### config.mk
export PLATFORM = sky130hd
export DESIGN_NAME = pc_sequencer
export DESIGN_NICKNAME = d
export VERILOG_FILES = /design/src/rtl/cpu_pkg.sv /design/src/rtl/jump_target_calc.sv /design/src/rtl/pc_sequencer.sv
export SDC_FILE = /design/constraint.sdc
export NUM_CORES = 1
export LEC_CHECK = 0
export ABC_AREA = 1
export BUFFER_PORTS_ARGS = -buffer_cell sky130_fd_sc_hd__buf_4
export CORE_ASPECT_RATIO = 0.8
export CORE_MARGIN = 5
export CORE_UTILIZATION = 49
export CTS_CLUSTER_DIAMETER = 40
export DETAILED_ROUTE_END_ITERATION = 10
export PLACE_DENSITY = 0.73
export REMOVE_ABC_BUFFERS = 1
export SYNTH_ARGS = -nofsm -noshare
export SYNTH_HDL_FRONTEND = slang
export SYNTH_SLANG_ARGS = --single-unit
### constraint.sdc
create_clock -name clk -period 2.7 [get_ports clk]
set_input_delay 0 -clock clk [delete_from_list [all_inputs] [get_ports clk]]
set_output_delay 0 -clock clk [all_outputs]
set_load 0.01 [all_outputs]
### src/rtl/cpu_pkg.sv
// cpu_pkg
// Types and default constants that the CPU front-end blocks share.
//   jump_sel_t  : redirect kind resolved in EXEC (none / register / page / PC-relative)
//   seq_state_t : states of the FETCH/EXEC sequencer
//   DEF_RESET_VECTOR, DEF_HALT_ADDR : default parameter values for pc_sequencer
package cpu_pkg;

  typedef enum logic [1:0] {
    JS_NONE = 2'b00,
    JS_REG  = 2'b01,
    JS_PAGE = 2'b10,
    JS_REL  = 2'b11
  } jump_sel_t;

  typedef enum logic [1:0] {
    S_FETCH  = 2'b00,
    S_EXEC   = 2'b01,
    S_HALTED = 2'b10
  } seq_state_t;

  localparam logic [31:0] DEF_RESET_VECTOR = 32'hBFC0_0000;
  localparam logic [31:0] DEF_HALT_ADDR    = 32'h0000_0000;

endpackage : cpu_pkg

### src/rtl/jump_target_calc.sv
// jump_target_calc
// Purely combinational redirect target computation.
//   jump_sel      in  2   redirect kind (jump_sel_t encoding)
//   pc            in  32  address of the instruction doing the redirect
//   rs_value      in  32  register operand for register-absolute jumps
//   instr_index   in  26  page-absolute jump field
//   branch_offset in  16  PC-relative branch word offset
//   target        out 32  computed redirect address (0 when jump_sel is none)
//   misaligned    out 1   target is not word aligned
module jump_target_calc
  import cpu_pkg::*;
(
  input  logic [1:0]  jump_sel,
  input  logic [31:0] pc,
  input  logic [31:0] rs_value,
  input  logic [25:0] instr_index,
  input  logic [15:0] branch_offset,
  output logic [31:0] target,
  output logic        misaligned
);

  logic [31:0] pc_plus4;
  logic [31:0] offset_ext;
  jump_sel_t   sel;

  assign sel      = jump_sel_t'(jump_sel);
  assign pc_plus4 = pc + 32'd4;
  // Word offset: sign-extend the 16-bit field and scale by 4.
  assign offset_ext = {{14{branch_offset[15]}}, branch_offset, 2'b00};

  always_comb begin
    target = 32'h0000_0000;
    case (sel)
      JS_REG:  target = rs_value;
      // Page jumps stay inside the 256 MB region of the delay slot.
      JS_PAGE: target = {pc_plus4[31:28], instr_index, 2'b00};
      JS_REL:  target = pc_plus4 + offset_ext;
      default: target = 32'h0000_0000;
    endcase
  end

  // Only register jumps can produce a misaligned address, but the check is
  // kept generic so the caller never has to know that.
  assign misaligned = (sel != JS_NONE) && (target[1:0] != 2'b00);

endmodule : jump_target_calc

### src/rtl/pc_sequencer.sv
// pc_sequencer
// Two-cycle FETCH/EXEC sequencer that owns the program counter, including
// the one-instruction branch delay slot and halt-on-jump-to-HALT_ADDR.
//   clk           in  1   rising-edge clock
//   reset_n       in  1   asynchronous active-low reset
//   instr_wait    in  1   instruction memory not ready (holds FETCH)
//   data_wait     in  1   data memory not ready (holds EXEC)
//   jump_sel      in  2   redirect kind, sampled on the commit cycle
//   rs_value      in  32  register absolute target
//   instr_index   in  26  page absolute field
//   branch_offset in  16  PC-relative offset
//   state         out 1   0 = FETCH, 1 = EXEC
//   pc            out 32  address of the current instruction
//   instr_read    out 1   instruction memory read strobe
//   link_addr     out 32  pc + 8
//   exec_commit   out 1   instruction retires this cycle
//   in_delay_slot out 1   current instruction is a delay slot
//   active        out 1   CPU running
//   addr_err      out 1   sticky misaligned-redirect error
module pc_sequencer
  import cpu_pkg::*;
#(
  parameter logic [31:0] RESET_VECTOR = DEF_RESET_VECTOR,
  parameter logic [31:0] HALT_ADDR    = DEF_HALT_ADDR
) (
  input  logic        clk,
  input  logic        reset_n,
  input  logic        instr_wait,
  input  logic        data_wait,
  input  logic [1:0]  jump_sel,
  input  logic [31:0] rs_value,
  input  logic [25:0] instr_index,
  input  logic [15:0] branch_offset,
  output logic        state,
  output logic [31:0] pc,
  output logic        instr_read,
  output logic [31:0] link_addr,
  output logic        exec_commit,
  output logic        in_delay_slot,
  output logic        active,
  output logic        addr_err
);

  seq_state_t  state_q, state_d;
  logic [31:0] pc_q, pc_d;
  logic        pending_q, pending_d;
  logic [31:0] pend_target_q, pend_target_d;
  logic        addr_err_q, addr_err_d;

  logic [31:0] target;
  logic        misaligned;

  jump_target_calc u_jump_target_calc (
    .jump_sel      (jump_sel),
    .pc            (pc_q),
    .rs_value      (rs_value),
    .instr_index   (instr_index),
    .branch_offset (branch_offset),
    .target        (target),
    .misaligned    (misaligned)
  );

  always_ff @(posedge clk or negedge reset_n) begin
    if (!reset_n) begin
      state_q       <= S_FETCH;
      pc_q          <= RESET_VECTOR;
      pending_q     <= 1'b0;
      pend_target_q <= 32'h0000_0000;
      addr_err_q    <= 1'b0;
    end else begin
      state_q       <= state_d;
      pc_q          <= pc_d;
      pending_q     <= pending_d;
      pend_target_q <= pend_target_d;
      addr_err_q    <= addr_err_d;
    end
  end

  always_comb begin
    state_d       = state_q;
    pc_d          = pc_q;
    pending_d     = pending_q;
    pend_target_d = pend_target_q;
    addr_err_d    = addr_err_q;
    exec_commit   = 1'b0;

    case (state_q)
      S_FETCH: begin
        if (!instr_wait) state_d = S_EXEC;
      end

      S_EXEC: begin
        // A data stall freezes everything, including any pending redirect.
        if (!data_wait) begin
          exec_commit = 1'b1;
          state_d     = S_FETCH;
          if (pending_q) begin
            // Delay slot retiring: take the deferred redirect; any jump_sel
            // on this instruction is deliberately ignored.
            pc_d      = pend_target_q;
            pending_d = 1'b0;
            if (pend_target_q == HALT_ADDR) state_d = S_HALTED;
          end else begin
            pc_d = pc_q + 32'd4;
            if (jump_sel_t'(jump_sel) != JS_NONE) begin
              if (misaligned) begin
                // Fatal: stop right here, no delay slot runs.
                addr_err_d = 1'b1;
                state_d    = S_HALTED;
              end else begin
                pend_target_d = target;
                pending_d     = 1'b1;
              end
            end
          end
        end
      end

      S_HALTED: begin
        // Terminal until reset.
      end

      default: state_d = S_FETCH;
    endcase
  end

  assign state         = (state_q == S_EXEC);
  assign pc            = pc_q;
  assign active        = (state_q != S_HALTED);
  assign instr_read    = (state_q == S_FETCH);
  assign link_addr     = pc_q + 32'd8;
  assign in_delay_slot = pending_q;
  assign addr_err      = addr_err_q;

endmodule : pc_sequencer

==> impl_metrics.ini <==
[global_route]
grt_pass1_vias = 8516
antenna_found_initial = 0
grt_pass1_wl_microns = 44800
grt.total_usage_pct = 35.0
overflow = 0
grt_start_max_net_pins = 69

[synth]
post-synth-top-count-cell = nand2_1
synth_warnings = 0
ys_ff_latch = 68
synthAdderAreaFrac_pct = 6.15
syn_inst = 1034
synth_mux_area_share_pct = 0
synthSimpleGateAreaFrac_pct = 36.1
synth_area_leaders = dfrtp_1 22%, nand2_1 16%, inv_1 8.8%
synth_top_area_cell = dfrtp_1
ys_async_sr_fraction_pct = 100
synth_top_area_share_pct = 21.6
ys_seq_area_share_pct = 25.1
synth-edff-count = 0
synth_xor_area_share_pct = 6.41
syn_avg_cell_area_sq_um = 6.61
synth_top_family_by_area = simple AND/OR/NAND/NOR gates
ys.flop_type = dfrtp_1
syn-cell-area_sq_mm = 0.00684
yosys-top-cells-count = 294 x nand2_1, 161 x inv_1, 101 x nor2_1, 60 x nand3_1, 59 x dfrtp_1
synth_compound_area_share_pct = 14.6
synth.distinct_cells = 47

[sta]
hold_viol_final = 1
setup_viol = 22
fin_tns_setup_ns = -4.15
clock_skew_ns = 0.0102
layout_setup_ws_ns = -0.379
max_freq_mhz = 325
slew_violations = 0
slew_headroom_pct = 20.1
fin_crit_ns = 3.08
fin_crit_sh_pct = 114
rsz0062_at_grt = yes
max_slew.worst_pin.slew_ns = 1.20
hold_ws_ns = -0.0176

[critical_path]
crit_fanout = 4
crit_arrival_ns = 3.36
worst_path_most_repeated_cell = nand2_2
cp_slowest_stage_delay_ns = 0.44
critPathSlowestCell = dfrtp_1
crit_chain = nand2_1 > nor2_1 > nand2_2 > nor2_1 > nand4_1 > xor2_1 > inv_2 > ha_4 > nand2_4 > nor2_4 > nand2_2 > nor3_2 > nand2_2 > nand3_2 > nand3_2 > a21oi_2
path_class = reg -> reg
end_kind = flop
critical_path.top_delay_family = simple AND/OR/NAND/NOR gates
path_buf_inv = 1
start_kind = flop
worstPathRequired_ns = 2.98

[route]
postRouteAntennaNets = 0
viasPerCell = 5.85
drt_first_pass_iters = 6
wirelength_microns = 31900
routedWlPerCell_microns = 20.3
drc_errors = 0
vias = 9183
initialDrtViolationCount = 1122

[finish]
utilization_pct = 83.2
drive_above_1_share_pct = 47.3
antenna_cells = 0
ff_latch_area_sq_mm = 0.00172
fin_nets = 1499
area_delta_synth_final_pct = 65.5
fillerInstances = 824
multi_input_area_sq_mm = 0.00554

[pwr]
power.internal_uw = 6230
p_clk_share_pct = 10.2
sw_frac_of_total_pct = 48.4
p_per_area_mw_per_mm2 = 1070
total_power_uw = 12100
leakagePower_uw = 0.00569
p_switching_uw = 5830
p_comb_share_pct = 72.9
share_seq_of_total_power_pct = 16.9
peakVddDrop_v = 0.000719

[cts]
cts_max_level = 3
root_buffer = clkbuf_16
cts.sink_count = 68
cts_tree = yes
clockBufferDepth = 2
clock_latency_ns = 0.35
clk_pin_slew_ns = 0.06
numCtsBuffers = 9

[run]
cap_violations = 0

[die]
core-area_sq_mm = 0.0136
die_area_sq_mm = 0.0164
die_y_microns = 116
rows = 38
start_util_pct = 50.3
io_pins = 150
fp.dieW_microns = 142

[placement]
globalplace.congestion = 0.972
pre_cts_slack_ns = -0.340
dp_hpwl_microns = 21200
port-buffer-count = 149

[run_status]
violations = hold timing, setup timing
status = finished, violations left

[worst_hold_path]
min_path_type = in -> reg
logic make-up (layout without fill, tap and decap cells):
kind of cell | count (synthesis) | after routing
compound gates | 139 | 139
fa+ha+maj | 33 | 33
buf+inv | 196 | 553
simple gates | 548 | 548
xor+xnor | 50 | 50
flops | 68 | 68
worst reg2reg max path, stage by stage, from the launching register on:
cell,delay [ns]
dfrtp_1,0.44
nand2_1,0.13
nor2_1,0.16
nand2_2,0.11
nor2_1,0.15
nand4_1,0.20
xor2_1,0.26
inv_2,0.11
ha_4,0.32
nand2_4,0.08
nor2_4,0.18
nand2_2,0.12
nor3_2,0.28
nand2_2,0.15
nand3_2,0.11
nand3_2,0.09
a21oi_2,0.13
placed cells by master (no fill, tap or decap), drive strengths merged, types with 5 or more instances in the layout:
| cell type | instances |
|---|---|
| nand3 | 64 |
| xor2 | 44 |
| o221ai | 18 |
| nor4 | 6 |
| nand4 | 15 |
| nand2 | 313 |
| a22oi | 10 |
| a21oi | 44 |
| or2 | 10 |
| xnor2 | 6 |
| o21ai | 19 |
| nor3 | 17 |
| buf | 339 |
| clkbuf | 13 |
| nor2 | 119 |
| dfstp | 9 |
| inv | 167 |
| o211ai | 11 |
| dfrtp | 59 |
| a221oi | 24 |
| o21bai | 5 |
| dlygate4sd3 | 30 |
| ha | 32 |
layout make-up:
cell class / count / share of cell area [%]
sequential: 68 / 15.2
timing repair buffer: 369 / 25.5
tap: 180 / 1.99
clock inverter: 3 / 0.398
clock buffer: 13 / 2.30
multi-input combinational: 770 / 49.0
inverter: 168 / 5.66
sequential cells by signal (all words and copies together) (netlist names):
name	cells
pc	32
pend_target_q	32
state_q	2
addr_err	1
in_delay_slot	1
worst paths after layout:
| check | slack (ns) | depth (start not counted) | startpoint | to |
|---|---|---|---|---|
| worst max-delay path | -0.38 | 16 | pc[18] | pend_target_q[29] |
| worst min-delay path | -0.02 | 3 | rs_value[21] | pend_target_q[21] |
| worst max register to register | -0.38 | 16 | pc[18] | pend_target_q[29] |
| worst min register to register | 0.48 | 1 | addr_err | addr_err |
| max in group asynchronous | 1.67 | 2 | reset_n | pc[15] |
| min in group asynchronous | 0.38 | 2 | reset_n | pc[11] |
power groups by stage:
| stage | logic [uW] | registers (uW) | clock network [uW] |
|---|---|---|---|
| 6_report | 8790 | 2040 | 1230 |
| 5_1_grt | 9340 | 2070 | 1280 |
| 4_1_cts | 7590 | 1970 | 1210 |
| 3_5_place_dp | 6640 | 1980 | 0 |
| 3_3_place_gp | 6540 | 1950 | 0 |
| 2_1_floorplan | 3280 | 2070 | 0 |
per-stage QoR:
step | cells | hold slack (ns) | instance area [sq um]
2_1_floorplan | 1006 | -0.296 | 6670
3_3_place_gp | 1500 | 0.182 | 9250
3_5_place_dp | 1500 | 0.177 | 9250
4_1_cts | 1562 | 0.00128 | 10700
5_1_grt | 1571 | -0.00393 | 11300
6_report | 1571 | -0.0176 | 11300
what timing repair did:
action / in CTS / in global routing
buffers inserted: 16 / 11
hold buffers: 30 / 0
pin swaps: 54 / 74
setup endpoints to repair: 23 / 26
resized for setup: 151 / 142
hold endpoints to repair: 75 / 0
per-layer routing:
metal	wire length, microns	vias to the layer above	global-route usage, %
li1	-	4055	-
met1	12000	4255	46.6
met2	14400	726	55.1
met3	4020	147	7.88
met4	1480	0	15.1
met5	0	-	0
(Power assumes the default switching activity.)
